`src/rtl/uart_tx_arbiter.sv`:
```
// Purpose : round-robin arbiter sharing one UART transmitter between NUM_SRC byte FIFOs.
// Latency : grant decided at edge N, pop strobe during the following cycle, tx_valid
//           seen from edge N+3; back-to-back bytes in a burst every 3 cycles.
// Backpressure: tx_data/tx_valid are held stable while tx_ready is low; no further pop
//           is issued until the byte in flight is accepted.
// Ports   : clk_sys/rst_n (async active-low), enable, src_empty/src_data/src_rd_en
//           (FIFO read side, data valid the cycle after rd_en), tx_data/tx_valid/tx_ready
//           (transmitter handshake), grant (one-hot owner), busy, src_byte_cnt.
// Option  : define UART_ARB_STATS_EN to build the per-source saturating byte counters;
//           otherwise src_byte_cnt is tied to zero (port list unchanged).
module uart_tx_arbiter #(
   parameter int NUM_SRC   = 2,
   parameter int BURST_MAX = 4,
   parameter int CNT_W     = 16
) (
   input  logic                     clk_sys,
   input  logic                     rst_n,
   input  logic                     enable,
   input  logic [NUM_SRC-1:0]       src_empty,
   input  logic [8*NUM_SRC-1:0]     src_data,
   output logic [NUM_SRC-1:0]       src_rd_en,
   output logic [7:0]               tx_data,
   output logic                     tx_valid,
   input  logic                     tx_ready,
   output logic [NUM_SRC-1:0]       grant,
   output logic                     busy,
   output logic [CNT_W*NUM_SRC-1:0] src_byte_cnt
);

   localparam int IDX_W = (NUM_SRC > 1) ? $clog2(NUM_SRC) : 1;
   localparam logic [NUM_SRC-1:0] ONE = {{(NUM_SRC-1){1'b0}}, 1'b1};

   typedef enum logic [1:0] {IDLE, READ, LATCH, SEND} state_t;

   state_t           state;
   logic [IDX_W-1:0] last_grant;
   logic [IDX_W-1:0] winner;
   logic [7:0]       burst_cnt;

   logic [IDX_W-1:0] rr_idx;
   logic             rr_found;
   logic [7:0]       win_data;
   logic [8:0]       burst_next;
   logic             handshake;
   logic             cont;

   // Round-robin search: first non-empty source starting just after last_grant.
   always_comb begin
      int               cand;
      logic [IDX_W-1:0] cidx;
      rr_found = 1'b0;
      rr_idx   = '0;
      cand     = 0;
      cidx     = '0;
      for (int k = 1; k <= NUM_SRC; k++) begin
         cand = int'(last_grant) + k;
         if (cand >= NUM_SRC) cand = cand - NUM_SRC;
         cidx = IDX_W'(cand);
         if (!rr_found && !src_empty[cidx]) begin
            rr_found = 1'b1;
            rr_idx   = cidx;
         end
      end
   end

   // Byte lane of the current owner.
   always_comb begin
      win_data = '0;
      for (int i = 0; i < NUM_SRC; i++) begin
         if (winner == IDX_W'(i)) win_data = src_data[8*i +: 8];
      end
   end

   assign handshake  = tx_valid && tx_ready;
   assign burst_next = {1'b0, burst_cnt} + 9'd1;
   // Continue the burst only if budget remains, the owner still has data and
   // arbitration is still enabled; empty is sampled at least 2 cycles after the last pop.
   assign cont = (burst_next < 9'(BURST_MAX)) && !src_empty[winner] && enable;

   // src_rd_en is registered on the transition into READ, so it is high for
   // exactly the one cycle spent in READ.
   always_ff @(posedge clk_sys or negedge rst_n) begin
      if (!rst_n) begin
         state      <= IDLE;
         last_grant <= IDX_W'(NUM_SRC - 1);
         winner     <= '0;
         burst_cnt  <= '0;
         grant      <= '0;
         src_rd_en  <= '0;
         tx_data    <= 8'h00;
         tx_valid   <= 1'b0;
         busy       <= 1'b0;
      end else begin
         src_rd_en <= '0;
         case (state)
            IDLE: begin
               if (enable && rr_found) begin
                  winner     <= rr_idx;
                  last_grant <= rr_idx;
                  grant      <= ONE << rr_idx;
                  src_rd_en  <= ONE << rr_idx;
                  burst_cnt  <= '0;
                  busy       <= 1'b1;
                  state      <= READ;
               end
            end
            READ: begin
               state <= LATCH;
            end
            LATCH: begin
               tx_data  <= win_data;
               tx_valid <= 1'b1;
               state    <= SEND;
            end
            SEND: begin
               if (handshake) begin
                  tx_valid  <= 1'b0;
                  burst_cnt <= burst_cnt + 8'd1;
                  if (cont) begin
                     src_rd_en <= grant;
                     state     <= READ;
                  end else begin
                     grant <= '0;
                     busy  <= 1'b0;
                     state <= IDLE;
                  end
               end
            end
            default: begin
               state <= IDLE;
            end
         endcase
      end
   end

`ifdef UART_ARB_STATS_EN
   logic [CNT_W-1:0] byte_cnt [NUM_SRC];

   // Saturating per-source counters of accepted bytes; cleared only by rst_n.
   always_ff @(posedge clk_sys or negedge rst_n) begin
      if (!rst_n) begin
         for (int i = 0; i < NUM_SRC; i++) byte_cnt[i] <= '0;
      end else if (state == SEND && handshake) begin
         for (int i = 0; i < NUM_SRC; i++) begin
            if (grant[i] && (byte_cnt[i] != {CNT_W{1'b1}})) byte_cnt[i] <= byte_cnt[i] + 1'b1;
         end
      end
   end

   for (genvar g = 0; g < NUM_SRC; g++) begin : g_cnt
      assign src_byte_cnt[CNT_W*g +: CNT_W] = byte_cnt[g];
   end
`else
   assign src_byte_cnt = '0;
`endif

endmodule

```
`config.mk`:
```
export PLATFORM = sky130hd
export DESIGN_NAME = uart_tx_arbiter
export DESIGN_NICKNAME = d
export VERILOG_FILES = /design/src/rtl/uart_tx_arbiter.sv
export SDC_FILE = /design/constraint.sdc
export NUM_CORES = 1
export LEC_CHECK = 0
export ABC_AREA = 1
export CELL_PAD_IN_SITES_DETAIL_PLACEMENT = 1
export CELL_PAD_IN_SITES_GLOBAL_PLACEMENT = 1
export CORE_UTILIZATION = 32
export DETAILED_ROUTE_END_ITERATION = 6
export MAX_ROUTING_LAYER = met4
export PLACE_DENSITY_LB_ADDON = 0.1
export SLEW_MARGIN = 20
export SYNTH_ARGS = -nofsm -noshare
export SYNTH_HDL_FRONTEND = slang
export SYNTH_SLANG_ARGS = --single-unit
```
`constraint.sdc`:
```
create_clock -name clk_sys -period 3 [get_ports clk_sys]
set_input_delay 0.3 -clock clk_sys [delete_from_list [all_inputs] [get_ports clk_sys]]
set_output_delay 0.3 -clock clk_sys [all_outputs]
set_load 0.02 [all_outputs]
```
Yosys cells after proc, flatten, opt, wreduce, memory -nomap -nowiden
Index checks and enable logic that the tools add are counted.
{"block": "totals", "register_bits": 26, "in_bits": 22, "out_inout_bits": 46, "elab_cells": 76}
{"block": "classes", "n_addsub": 6, "magnitude_cmp": 6, "eq_ne": 6, "n_shift": 1, "n_mux": 33, "reduce_logical": 15}
{"cell": "8-bit two-way mux", "n": 3}
{"cell": "1-bit two-way mux", "n": 17}
{"cell": "8-bit case mux with 2 select lines", "n": 1}
{"cell": "2-bit two-way mux", "n": 7}
{"cell": "8-bit by 1-bit adder with 9-bit output (second input constant)", "n": 1}
{"cell": "9-bit by 3-bit < comparator with 1-bit output (second input constant)", "n": 1}
{"cell": "8-bit by 1-bit adder with 8-bit output (second input constant)", "n": 1}
{"cell": "2-bit case mux with 2 select lines", "n": 2}
{"cell": "2-bit case mux with 4 select lines", "n": 1}
{"cell": "1-bit by 2-bit < comparator with 1-bit output (second input constant)", "n": 3}
{"cell": "2-bit inequality test (second input constant)", "n": 3}
{"cell": "2-bit AND reduction", "n": 3}
{"cell": "1-bit logical AND", "n": 5}
{"cell": "2-bit equality test (second input constant)", "n": 2}
{"cell": "1-bit case mux with 2 select lines", "n": 2}
{"cell": "4-bit AND reduction", "n": 1}
{"cell": "2-bit nonzero test", "n": 2}
{"cell": "1-bit by 2-bit adder with 3-bit output (second input constant)", "n": 1}
{"cell": "3-bit by 2-bit greater-or-equal comparator with 1-bit output (second input constant)", "n": 1}
{"cell": "3-bit AND reduction", "n": 1}
{"cell": "1-bit by 1-bit adder with 2-bit output (second input constant)", "n": 1}
{"cell": "2-bit by 1-bit equality test with 1-bit output (second input constant)", "n": 1}
{"cell": "2-bit greater-or-equal comparator (second input constant)", "n": 1}
{"cell": "1-bit logical NOT", "n": 2}
{"cell": "other kinds (3)", "n": 4}

Logic depth before layout (Yosys ltp)
{"block": "logic_depth", "ltp_word": 11, "depth_mapped": 11, "mapped_depth_nobuf": 11}

Worst setup path after synthesis
OpenSTA, ideal clock, no wires.
{"block": "synth_path", "kind": "register -> register", "startpoint": "reg state[0]", "endpoint": "reg grant[0]", "setup_ps": 123, "arrival_time_ps": 1373, "t_required_ps": 2877, "setup_slack_ps": 1505, "stages_incl_launch_ff": 11, "synth_period_minus_slack_ps": 1495, "path_cell_list": "dfrtp_1 -> inv_1 -> ha_1 -> nand2_1 -> nand2_2 -> inv_1 -> o21ai_2 -> inv_2 -> or2_0 -> inv_1 -> a21oi_1"}
{"block": "synth_via", "elab_chain_len": 3, "elab_cells_between_ends": 7, "classes_between": "3 x eq/ne; 1 x mux; 3 x reduce/logical"}
{"element": "start, declared", "line": "35", "rtl": "state_t state;"}
{"element": "start signal, assigned", "line": "84", "rtl": "state <= IDLE;"}
{"element": "start signal, assigned", "line": "104", "rtl": "state <= READ;"}
{"element": "start signal, assigned", "line": "108", "rtl": "state <= LATCH;"}
{"element": "2-bit equality test / 2-bit logical NOT (equally long branches)", "line": "95", "rtl": "case (state)"}
{"element": "2-bit inequality test (no line) / 2-bit nonzero test (equally long branches)"}
{"element": "3-bit AND reduction (no line)"}
{"element": "end signal, assigned", "line": "100", "rtl": "grant <= ONE << rr_idx;"}
{"element": "end, declared", "line": "25", "rtl": "output logic [NUM_SRC-1:0] grant,"}
Several ways; a longest one is shown, not always the timed one.
A chain may end at the register's enable or synchronous reset.

Worst setup path after layout
{"block": "layout_path", "startpoint": "reg state[1]", "endpoint": "reg grant[0]"}
Same word-level chain as after synthesis.

==> metrics.md <==
| Metric | Value |
|---|---|
| GR peak layer | met2 |
| Gr ovfl total | 0 |
| CTS tree | built |
| Placed insts | 308 |
| Power share of the clock group | 12.3% |
| Biggest area consumer among synthesized cells | dfrtp_1 |
| Distinct cell type count after synthesis | 28 |
| Met1 Usage GRT | 23.36% |
| Final setup violation count | 0 |
| Synth top area cells | dfrtp_1, buf_4, nand2_1, o21ai_0, nor2_1 |
| Clk Latency, worst-skew pair | 270 ps |
| Most frequent cells in the layout | nand2_1, clkdlybuf4s50_1, conb_1 |
| Root buffer cell | clkbuf_8 |
| CP Capture Type | flop |
| Post-synth top area share | 38.11% |
| DR iter-0 viols | 55 |
| Switching Fraction | 46.20% |
| Layout cell share with drive strength beyond 1 | 8.571% |
| Met2 GRT Util | 25.89% |
| Final wirelength | 3.974 mm |
| Routed Antenna Nets | 0 |
| Crit path time final | 1739 ps |
| DR vias | 1368 |
| Commonest non-fill, non-tap cell in the layout | nand2_1 |
| RSZ-0062 raised after global routing | no |
| Clock Sinks | 26 |
| Fmax | 0.5751 GHz |
| Syn Area/Cell | 7.892 µm² |
| Psw | 0.8789 mW |
| Die area | 5421 µm² |
| Seq pwr share | 34.3% |
| Rows | 25 |
| Internal power | 1.024 mW |
| Port Buffers | 35 |
| Crit path kind | reg -> reg |
| Startpoint Class | flop |
| Post-Layout Cell Count | 312 |
| Die H | 73.63 µm |
| CP Data Required Time | 3160 ps |
| Starting Density | 34.08% |
| Post-DR vias/cell | 4.385 |
| Storage cell area | 651.9 µm² |
| Post-CTS Hold Buffers | 0 |
| Final Max Tran Viols | 0 |
| Fin Setup TNS | 0 ps |
| Die Width | 73.63 µm |
| Ys Warns | 0 |
| PwrDens | 951.5 nW/µm² |
| Total track usage | 16.95% |
| Worst EP arrival | 1900 ps |
| Core footprint | 4817 µm² |
| Total setup buffers inserted after CTS | 0 |
| Drt wl/cell | 12.74 µm |
| # DRC | 0 |
| Htree depth | 1 |
| Clk buf depth | 2 |
| Design Power | 1.902 mW |
| Min-Delay Path Class | in -> async |
| Peak VDD IR | 446.5 µV |
| Post_cts resized | 0 |
| Worst-path clk slew | 100 ps |
| Num ports | 68 |
| Half-perimeter wire length after placement | 3.050 mm |
| Reg2reg start | state[1] |
| Vias in the first global route | 1337 |
| Max Cap Viol | 0 |
| Tcrit/Tclk final | 57.96% |
| Endpoints failing hold | 0 |
| Drt pass-1 iters | 4 |
| Fill count | 646 |
| ANT cells | 0 |
| Final hold slack | 394.5 ps |
| Seq/Total Area, Yosys | 39.71% |
| Worst Path Max Fanout | 9 |
| Worst Skew | 6.153 ps |
| Comb power frac | 53.4% |
| Routability cong. | 0.8201 |
| #FFs+latches synth | 26 |
| Leakage | 0.9382 nW |
| Layout net count | 273 |
| Initial antenna violation count | 0 |
| Worst Setup SP | state[1] |
| Post-Syn Area | 1642 µm² |
| Run status | complete, no violations |
| Largest net degree at the start of global routing | 27 |
| Synthesis-to-layout area growth | 21.80% |
| TritonCTS Buffers | 3 |
| Met3 usage | 2.195% |
| First-pass GRT wire length | 6.658 mm |
| Area of the multi-input gates | 768.2 µm² |
| Syn Inst Count | 208 |
## metrics by stage
stage / utilization (%) / worst slack (ps) / instance area [µm²]
finish: 41.51 / 1261 / 1999
floorplan: - / 1505 / 1758
detailed placement: 40.36 / 1115 / 1944
global placement: 40.36 / 1162 / 1944
global route: 41.51 / 1092 / 1999
CTS: 41.51 / 1239 / 1999
## path summary, 6_finish.rpt
| kind | endpoint | slack [ps] | cells past startpoint |
|---|---|---|---|
| setup / recovery | grant[0] | 1260 | 9 |
| hold / removal | burst_cnt[5] | 390 | 2 |
| setup reg to reg | grant[0] | 1260 | 9 |
| hold reg to reg | last_grant | 480 | 2 |
| max in group asynchronous | last_grant | 2290 | 2 |
| min in group clk_sys | last_grant | 480 | 2 |
## layout make-up
| type | instances | share of cell area (%) |
|---|---|---|
| Sequential cell | 26 | 32.60 |
| Inverter | 21 | 4.130 |
| Timing Repair Buffer | 36 | 17.90 |
| Multi-Input combinational cell | 158 | 38.42 |
| Clock buffer | 4 | 2.753 |
| Tap cell | 67 | 4.193 |
## routing by layer
layer / vias up / part of all wire, %
met4: 0 / 1.4
met5: - / 0
met2: 38 / 44
li1: 680 / -
met1: 646 / 51
met3: 4 / 4.2
## registers in the layout, indices dropped and copies added, names as in the netlist
register / count
tx_data: 8
busy: 1
tx_valid: 1
src_rd_en: 2
winner: 1
state: 2
grant: 2
last_grant: 1
burst_cnt: 8
## kinds of logic after synthesis
group                    synth area share [%]
other                                  0.2284
AND/OR/NAND/NOR                         22.33
adder cells (fa/ha/maj)                 3.811
buffers and inverters                   20.58
flip-flops                              39.71
AO/OA/AOI/OAI                           13.34
## power by group through the flow
stage	registers [mW]	logic, mW	clock network (mW)
2_1_floorplan	0.719	0.624	0
3_3_place_gp	0.661	1.03	0
3_5_place_dp	0.660	1.03	0
4_1_cts	0.652	1.03	0.246
5_1_grt	0.677	1.15	0.259
6_report	0.652	1.02	0.234
## cells in the mapped netlist, drive strengths merged
library cell and count:
o21ai 25, dfrtp 25, a21boi 1, nand3 7, clkinv 2, ha 5, o22ai 3, o21bai 1
nor2 22, a22o 2, dfstp 1, nand2 46, a211oi 1, inv 19, a21oi 6, conb 1
nand4 6, buf 34, or2 1
## critical path, cell delays in order (launching register included)
cell and delay, ps:
dfrtp_1 410, ha_1 370, nand2_1 110, nand2_2 120
inv_1 70, o21ai_2 160, inv_2 110, or2_0 210
inv_1 50, a21oi_1 40
Note: power is estimated with default switching activity, not from simulation.
